**src/rtl/uart_tx_queue.sv**
```systemverilog
// uart_tx_queue: byte FIFO plus transmit sequencer feeding uart_tx.
// Producers push bytes at up to one per clock. The sequencer pops one byte
// at a time into tx_data and handshakes with uart_tx over send/busy.
// Optional feature: define UART_TXQ_OVF_EN to add the ovf_count port, a
// saturating count of pushes dropped while the FIFO was full.
module uart_tx_queue #(
  parameter int DEPTH = 16,
  parameter int CW    = $clog2(DEPTH) + 1
) (
  input  logic          clk,
  input  logic          rst_n,
  input  logic          wr_en,
  input  logic [7:0]    wr_data,
  output logic          full,
  output logic          empty,
  output logic [CW-1:0] count,
  output logic          tx_send,
  output logic [7:0]    tx_data,
  input  logic          tx_busy
`ifdef UART_TXQ_OVF_EN
  ,
  output logic [7:0]    ovf_count
`endif
);

  localparam int AW = $clog2(DEPTH);

  typedef enum logic [1:0] {
    S_IDLE,
    S_SEND,
    S_WAIT
  } state_t;

  state_t        state_q, state_d;
  logic [7:0]    mem [DEPTH];
  logic [AW-1:0] wp, rp;
  logic          pop, push;

  // Status decodes come from registered count only.
  assign full  = (count == CW'(DEPTH));
  assign empty = (count == '0);

  // A pop is the IDLE->SEND transition; a push may enter a full FIFO only
  // when a byte leaves in the same cycle.
  assign pop  = (state_q == S_IDLE) && !empty && !tx_busy;
  assign push = wr_en && (!full || pop);

  // State register.
  // NOTE: sequential state uses non-blocking assignments and the async
  // active-low reset in the sensitivity list, so every flop updates from
  // pre-edge values and clears immediately on rst_n falling.
  always_ff @(posedge clk or negedge rst_n) begin
    if (!rst_n) state_q <= S_IDLE;
    else        state_q <= state_d;
  end

  // Next-state and handshake output decode.
  // NOTE: every signal written here gets a default first so no path can
  // leave it unassigned and infer a latch.
  always_comb begin
    state_d = state_q;
    tx_send = 1'b0;
    unique case (state_q)
      S_IDLE: if (pop) state_d = S_SEND;
      S_SEND: begin
        // Held until busy rises: uart_tx only samples send on a baud tick.
        tx_send = 1'b1;
        if (tx_busy) state_d = S_WAIT;
      end
      S_WAIT:  if (!tx_busy) state_d = S_IDLE;
      default: state_d = S_IDLE;
    endcase
  end

  // Pointers, occupancy and the byte presented to uart_tx.
  always_ff @(posedge clk or negedge rst_n) begin
    if (!rst_n) begin
      wp      <= '0;
      rp      <= '0;
      count   <= '0;
      tx_data <= 8'h00;
    end else begin
      if (push) wp <= wp + AW'(1);
      if (pop) begin
        rp      <= rp + AW'(1);
        tx_data <= mem[rp];
      end
      unique case ({push, pop})
        2'b10:   count <= count + CW'(1);
        2'b01:   count <= count - CW'(1);
        default: count <= count;
      endcase
    end
  end

  // Storage array write port.
  // NOTE: the array has no reset; contents are only ever read behind the
  // pointers, so clearing it would add a reset net to every bit for nothing.
  always_ff @(posedge clk) begin
    if (push) mem[wp] <= wr_data;
  end

`ifdef UART_TXQ_OVF_EN
  // Saturating count of pushes dropped because the FIFO was full.
  always_ff @(posedge clk or negedge rst_n) begin
    if (!rst_n)                                 ovf_count <= 8'h00;
    else if (wr_en && !push && ovf_count != 8'hFF) ovf_count <= ovf_count + 8'd1;
  end
`endif

endmodule

```
**config.mk**
```make
export PLATFORM = sky130hd
export DESIGN_NAME = uart_tx_queue
export DESIGN_NICKNAME = d
export VERILOG_FILES = /design/src/rtl/uart_tx_queue.sv
export SDC_FILE = /design/constraint.sdc
export NUM_CORES = 1
export LEC_CHECK = 0
export CAP_MARGIN = 10
export CORE_UTILIZATION = 43
export DETAILED_ROUTE_END_ITERATION = 16
export PLACE_DENSITY = 0.6
export SLEW_MARGIN = 20
export SYNTH_ARGS = -nofsm -noshare
export SYNTH_HDL_FRONTEND = slang
export SYNTH_SLANG_ARGS = --single-unit
```
**constraint.sdc**
```tcl
create_clock -name clk -period 2.87 [get_ports clk]
set_input_delay 0.861 -clock clk [delete_from_list [all_inputs] [get_ports clk]]
set_output_delay 0.861 -clock clk [all_outputs]
set_load 0.05 [all_outputs]
```
## Word level (Yosys, flattened, before mapping)

Memories as Yosys holds them, arrays and structs flattened. A register that Yosys moved wholly into a read port is not among the register bits.
Index checks and enable logic that the tools add are counted.

| cells by class | value |
|---|---|
| add/sub/neg operators | 4 |
| multiply operators | 0 |
| divide/modulo/power cells | 0 |
| magnitude comparators | 0 |
| equal/unequal tests | 8 |
| shifts and indexed selects | 0 |
| multiplexer cells | 8 |
| bitwise logic cells | 0 |
| reduce and logical (&&, ||, !) cells | 12 |

Operators by type and width:

| cell | count |
|---|---|
| one-hot mux 5 bit (2 select lines) | 1 |
| adder 4 x 1 -> 4 bit, second input constant | 2 |
| 2-to-1 mux 2 bit | 3 |
| != test 2 bit, second input constant | 3 |
| one-hot mux 2 bit (3 select lines) | 1 |
| adder 5 x 1 -> 5 bit, second input constant | 1 |
| == test 5 bit, second input constant | 1 |
| zero test 5 bit | 1 |
| subtractor 5 x 1 -> 5 bit, second input constant | 1 |
| == test 2 x 1 -> 1 bit, second input constant | 2 |
| == test 2 bit, second input constant | 2 |
| zero test 1 bit | 4 |
| logical AND 1 bit | 3 |
| 2-to-1 mux 1 bit | 3 |
| AND reduction 3 bit | 1 |
| zero test 2 bit | 1 |
| nonzero test 2 bit | 1 |
| logical OR 1 bit | 1 |

| storage, ports and cells | value |
|---|---|
| register bits after elaboration | 15 |
| bits in latches | 0 |
| bits in writable memories | 128 |
| bits in read-only memories | 0 |
| memories | 1 |

Memories:

| memory | words | width | read ports | clocked after Yosys merged registers in | wr ports | RTL line | RTL |
|---|---|---|---|---|---|---|---|
| mem | 16 | 8 | 1 | 1 | 1 | 35 | `logic [7:0] mem [DEPTH];` |

## Depth between registers and ports, before layout

Gate-level depths: netlist (run 1).

| logic depth | value |
|---|---|
| depth after elaboration | 8 |
| gate-level depth with buffers | 8 |
| depth with buffers taken out | 7 |

## Worst setup path before layout (run 1)

OpenSTA, ideal clock, no wires.

| timing path | value |
|---|---|
| path type | in2reg |
| start point | in tx_busy |
| end point | reg count[4] |
| arrival | 2.995 ns |
| required time | 2.744 ns |
| slack | -0.251 ns |
| cell stages on the path | 8 |
| path through | or3_1 buf_2 a211oi_2 ha_1 a21o_1 a2111o_1 o211a_1 a221o_1 |

| on the way | value |
|---|---|
| cells in the longest elaborated chain, start to end | 6 |

RTL lines:

| what | RTL line | RTL |
|---|---|---|
| start: declaration | 19 | `input logic tx_busy` |
| zero test 1 bit (*) | n/a |  |
| logical AND 1 bit (*) | 45 | `assign pop = (state_q == S_IDLE) && !empty && !tx_busy;` |
| logical OR 1 bit | 46 | `assign push = wr_en && (!full \|\| pop);` |
| logical AND 1 bit | 46 |  |
| == test 2 x 1 -> 1 bit or == test 2 bit (tied branches) | 88 | `unique case ({push, pop})` |
| one-hot mux 5 bit (2 select lines) or nonzero test 2 bit (tied branches) | n/a |  |
| end signal: assignment | 89 | `2'b10: count <= count + CW'(1);` |
| end signal: assignment | 90 | `2'b01: count <= count - CW'(1);` |
| end signal: assignment | 91 | `default: count <= count;` |
| end: declaration | 16 | `output logic [CW-1:0] count,` |

Mark *: on every way between the ends. The rest lies on a longest branch, timed or not.
A chain may end at the register's enable or synchronous reset.

## Final worst setup path (run 1)

Same ends and word-level chain as after synthesis.

==> metrics.csv, run 1 <==
metric,value,unit
status,"complete, no violations",
P&R area growth vs syn,22.1,%
hold_buf cts,0,
die span in x,121,um
cell internal pwr,4950,uW
root buffer cell,clkbuf_16,
period utilization,97.7,%
CP endpoint kind,flop,
synthesized flop and latch total,151,
total CTS buffers,17,
Max Fanout on Critical Path,3,
vias per cell,5.28,
Max VDD drop,0.500,mV
Post-synth top cells,"128 x edfxtp_1, 32 x mux4_2, 24 x nand2_1, 23 x dfrtp_1, 17 x mux2i_1",
top-area cell type share of the netlist area,63.1,%
sequential share of power,41.0,%
switch share,32.7,%
Inserted Diodes,0,
Die Area,0.0146,mm2
initial antenna violation count,0,
Synth Instances,319,
prevailing post-synth register cell,edfxtp_1,
CTS tree,done,
vias,3107,
"Avg Cell Area, Syn",19.1,um2
final net count,416,
RD Place Congestion,0.813,
Mapped Area,0.00609,mm2
H-tree depth,4,
worst setup path start,tx_busy,
Post-Place Cells,556,
worst hold start,tx_data[3],
Die Height,121,um
Initial Utilization,44.0,%
row count,43,
first-pass GRT wire length,18300,um
Layout Skew,10.6,ps
per-cell routed wire length,20.1,um
gr usage total,17.6,%
Final Hold Vio Count,0,
most common cell in the netlist,edfxtp_1,
TNS Setup,0,ps
Fill cells,1068,
WL final,11800,um
Pwr Density,990,mW/mm2
share of cells above drive strength 1,29.4,%
Synth area leaders,"edfxtp_1 63%, mux4_2 12%, dfrtp_1 9.5%",
worst-margin pin slew,615,ps
Post-synth EDFFs,128,
vias in the first global route,3253,
Worst Path Required,3160,ps
Rel. slew slack,58.9,%
pin count of the biggest net entering global routing,20,
Util after Layout,53.8,%
drt drc,0,
Clock Power Share,26.2,%
f_max,357,MHz
clock sinks,151,
CTS Buffer Depth,2,
largest area contributor in the netlist,edfxtp_1,
Mapped Nets,340,
crit path DAT,3090,ps
Port Buffers,27,
post-detail-place hpwl,7960,um
sequential area share after synthesis,72.6,%
r2r startpoint,count[3],
max cap viols,0,
clk_lat worst skew,410,ps
post-route ant nets,0,
total core area,0.0138,mm2
"FFs w/ async S/R, synth",15.2,%
CP Class,input pin to flop,
combinational share of power,32.8,%
Pre-antenna DRT Iters,5,
"Cell Count, Final, Fillers Out",588,
Hold WC Path Type,flop to flop,
LEAKAGE,0.00262,uW
1st-iter DRT viols,217,
fin crit period,2800,ps
"Slew Viols, Final",0,
Worst-path clk slew,60,ps
Setup Viol. Count Final,0,
Yosys cell types,37,
total grt overflow,0,
Yosys warning total,0,
NetSw,2410,uW
RSZ-0062 raised after global routing,yes,
"Setup Fix Bufs, Post-CTS",0,
crit path launch type,input pin,
I/O pin cnt,28,
==> power by group through the flow <==
stage / sequential (uW) / clock (uW) / combinational (uW)
6_report: 3020 / 1930 / 2420
5_1_grt: 3070 / 2050 / 2590
4_1_cts: 3030 / 1970 / 2450
3_5_place_dp: 3060 / 0 / 2450
3_3_place_gp: 3060 / 0 / 2410
2_1_floorplan: 3210 / 0 / 1430
==> metal layers <==
layer | vias up | wire, um | GRT usage (%) | share of wire [%]
met1 | 1603 | 5440 | 23.6 | 46
met2 | 67 | 5710 | 27.5 | 48
met5 | - | 0 | 0 | 0
li1 | 1426 | - | - | -
met4 | 0 | 197 | 7.33 | 1.7
met3 | 11 | 467 | 4.46 | 4.0
==> worst paths after layout <==
kind | end | slack, ps | cells past startpoint
max | count[4] | 70 | 8
min | tx_data[3] | 490 | 2
max reg2reg | count[4] | 170 | 8
min reg2reg | tx_data[3] | 490 | 2
max in group asynchronous | tx_data[0] | 1420 | 2
min in group asynchronous | count[3] | 840 | 1
==> cell type report <==
class / instances / area (um2) / area share, %
flip-flops and latches: 151 / 4420 / 59.5
multi-input cells: 147 / 1610 / 21.6
repair buffers: 73 / 648 / 8.72
clock buffers: 18 / 429 / 5.77
well taps: 180 / 225 / 3.03
clock inverters: 14 / 86.3 / 1.16
inverters: 5 / 18.8 / 0.252
==> per-stage QoR <==
stage	area (um2)	worst slack [ps]	hold slack (ps)	total power [uW]
after floorplan	6110	-77.2	463	4640
after global placement	6910	-338	479	5470
after detailed placement	6910	-385	474	5510
after CTS	7430	40.3	491	7450
after global routing	7430	-15.9	529	7710
final	7430	66.8	489	7360
==> registers in the layout, summed over array words and instances (netlist names) <==
| name | cells |
|---|---|
| mem | 128 |
| tx_data | 8 |
| count | 5 |
| rp | 4 |
| wp | 4 |
| state_q | 2 |
==> logic make-up (layout without fill, tap and decap cells) <==
family,after synthesis,in the layout,share of synthesized area [%]
buffers and inverters,21,110,1.50
DFF,151,151,72.6
adders and majority gates,9,9,1.97
and+or+nand+nor,56,56,4.17
muxes,52,52,15.4
xor gates and xnor gates,8,8,1.15
AOI/OAI and AO/OA,22,22,3.27
==> cells in the final DEF (no fill, tap or decap), types with 2 or more instances in the layout <==
cell type	Yosys	routed
o221ai_1	8	8
clkdlybuf4s50_1	0	25
clkinv_1	0	3
mux2_4	3	3
buf_12	0	3
clkinv_2	0	4
a21oi_1	3	3
clkinvlp_4	0	5
nand4_1	2	2
mux4_2	32	32
nor2_1	14	13
dfrtp_1	23	22
mux2i_1	17	17
nor3_1	7	7
ha_1	8	7
clkbuf_16	0	17
xnor2_1	7	7
nand2_1	24	24
a21o_1	2	2
buf_4	0	45
nand2b_1	3	3
edfxtp_1	128	128
inv_1	5	5
==> worst max-delay path, stage by stage <==
cell             delay, ps
clkdlybuf4s50_1        420
or3_4                  350
a211oi_4               240
ha_4                   250
a21o_1                 180
a2111o_1               400
o211a_1                130
a221o_1                250
==> what timing repair did <==
action | in CTS | in global routing
cloned | 0 | 0
endpoints found under the setup margin | 1 | 2
resized for setup | 1 | 1
pin swaps | 0 | 0
No activity file was read; power rests on OpenSTA's default activity.
==> run 2: changes to the inputs <==
CAP_MARGIN = 0   (was 10)
==> results of run 2 <==
The final DEF is identical to that of run 1; final timing and power are the same.
==> run 3: changes to the inputs <==
==> constraint.sdc (replaced) <==
create_clock -name clk -period 2.87 [get_ports clk]
set_input_delay 0.861 -clock clk [delete_from_list [all_inputs] [get_ports clk]]
set_output_delay 0.861 -clock clk [all_outputs]
set_load 0.1 [all_outputs]
==> run 3 against run 2 <==
  * The run now ends with design-rule violations left
  * Count of clock-buffer cells in the layout up 1
  * Global-route usage up 0.70 points
  * Critical path type is now flop to output port
  * Clock power up 7%
  * Final cell count down 0.17%
==> metrics.csv, run 3 (synthesized netlist as in run 1, its figures left out) <==
metric,value,unit
I/O pin cnt,28,
fin crit period,2780,ps
Worst Path Required,2010,ps
Port Buffers,27,
Post-Place Cells,555,
CP endpoint kind,output port,
Pre-antenna DRT Iters,11,
Layout Skew,15.7,ps
RSZ-0062 raised after global routing,no,
vias per cell,5.34,
Initial Utilization,44.0,%
initial antenna violation count,0,
Worst-path clk slew,60,ps
hold_buf cts,0,
drt drc,2,
"most common cell after layout, fill and taps aside",edfxtp_1,
vias,3136,
"Slew Viols, Final",0,
crit path DAT,1920,ps
Inserted Diodes,0,
1st-iter DRT viols,173,
Max Fanout on Critical Path,6,
status,"finished, violations left",
H-tree depth,4,
violated checks,design-rule violations,
TNS Setup,0,ps
Largest Register,mem,
max cap viols,0,
RD Place Congestion,0.802,
Hold Path End,tx_data[4],
total grt overflow,0,
Util after Layout,53.8,%
Largest register FFs,128,
f_max,360,MHz
post-route ant nets,0,
gr usage total,18.3,%
first-pass GRT wire length,18700,um
FF-to-FF setup slack,270,ps
CTS tree,done,
most frequent cells in the layout,"128 x edfxtp_1, 60 x buf_4, 32 x mux4_2",
post-detail-place hpwl,7990,um
pin count of the biggest net entering global routing,34,
CP Class,flop to output port,
die span in x,121,um
P&R area growth vs syn,22.1,%
Die Height,121,um
per-cell routed wire length,20.3,um
clock sinks,151,
WL final,11900,um
worst hold start,tx_data[4],
R2R cell count,8,
Setup Viol. Count Final,0,
Hold WC Path Type,flop to flop,
period utilization,96.9,%
CTS Buffer Depth,2,
total CTS buffers,17,
Rel. slew slack,58.3,%
total core area,0.0138,mm2
crit path launch type,flop,
clk_lat worst skew,420,ps
Critical R2R Capture,count[4],
share of cells above drive strength 1,33.2,%
hold depth,2,
final worst setup slack,90.2,ps
vias in the first global route,3384,
r2r startpoint,count[0],
worst-margin pin slew,625,ps
Max VDD drop,1.03,mV
top flop regs,"mem (128), tx_data (8), count (5)",
Die Area,0.0146,mm2
row count,43,
Pwr Density,1050,mW/mm2
dpl ws,-479,ps
LEAKAGE,0.00265,uW
"Cell Count, Final, Fillers Out",587,
final net count,416,
root buffer cell,clkbuf_16,
Final Hold Vio Count,0,
[run 3: changes by cell type in the layout (fill, tap and decap cells not counted), moves of 2 or more]
cell / delta
dfrtp_2: +3
buf_4: +15
clkdlybuf4s50_1: -15
bufinv_16: +2
dfrtp_1: -3
clkinvlp_4: -3
[run 3: worst max-delay path: stages (launching register included)]
cell and delay (ps):
dfrtp_2 470, or4_1 700, nor2_4 160, buf_12 180
[run 3: worst max path at each step]
stage | startpoint | slack [ps] | end | depth (start not counted)
5_1_grt | count[0] | 20 | empty | 3
6_report | count[0] | 90 | empty | 3
3_5_place_dp | tx_busy | -480 | count[4] | 8
2_1_floorplan | tx_busy | -80 | count[4] | 8
4_1_cts | count[0] | 50 | empty | 3
3_3_place_gp | tx_busy | -390 | count[4] | 8
[run 3: what timing repair did]
action | CTS | global route
resized for setup | 2 | 0
buffers inserted | 1 | 0
endpoints found under the setup margin | 1 | 0
[run 3: power by group]
| part | leakage [uW] | switching (uW) | internal [uW] | total (uW) |
|---|---|---|---|---|
| Clock | 0.000266 | 807 | 1250 | 2060 |
| Sequential | 0.00143 | 280 | 2730 | 3010 |
| Combinational | 0.000952 | 1680 | 1090 | 2770 |
[run 3: through the flow]
stage               hold WS [ps]  total power (uW)  instance area [um2]
finish                       489              7840                 7440
global route                 522              8180                 7440
CTS                          500              7930                 7440
detailed placement           481              5870                 6880
global placement             478              5810                 6880
floorplan                    463              5030                 6130
[run 3: area by class of cell]
cell class                      count  area (um2)
Tap cell                          180         225
Fill cell                        1072        6390
Multi-Input combinational cell    147        1620
Timing Repair Buffer               73         599
Clock inverter                     12         111
Sequential cell                   151        4420
Clock buffer                       19         433
Inverter                            5        22.5
[run 3: metal layers]
layer  wire length (um)  up-vias  track usage (%)
met2               6030       77             30.6
met4                288        0             9.65
li1                   -     1428                -
met3                526       18             4.23
met5                  0        -                0
met1               5060     1613             22.2
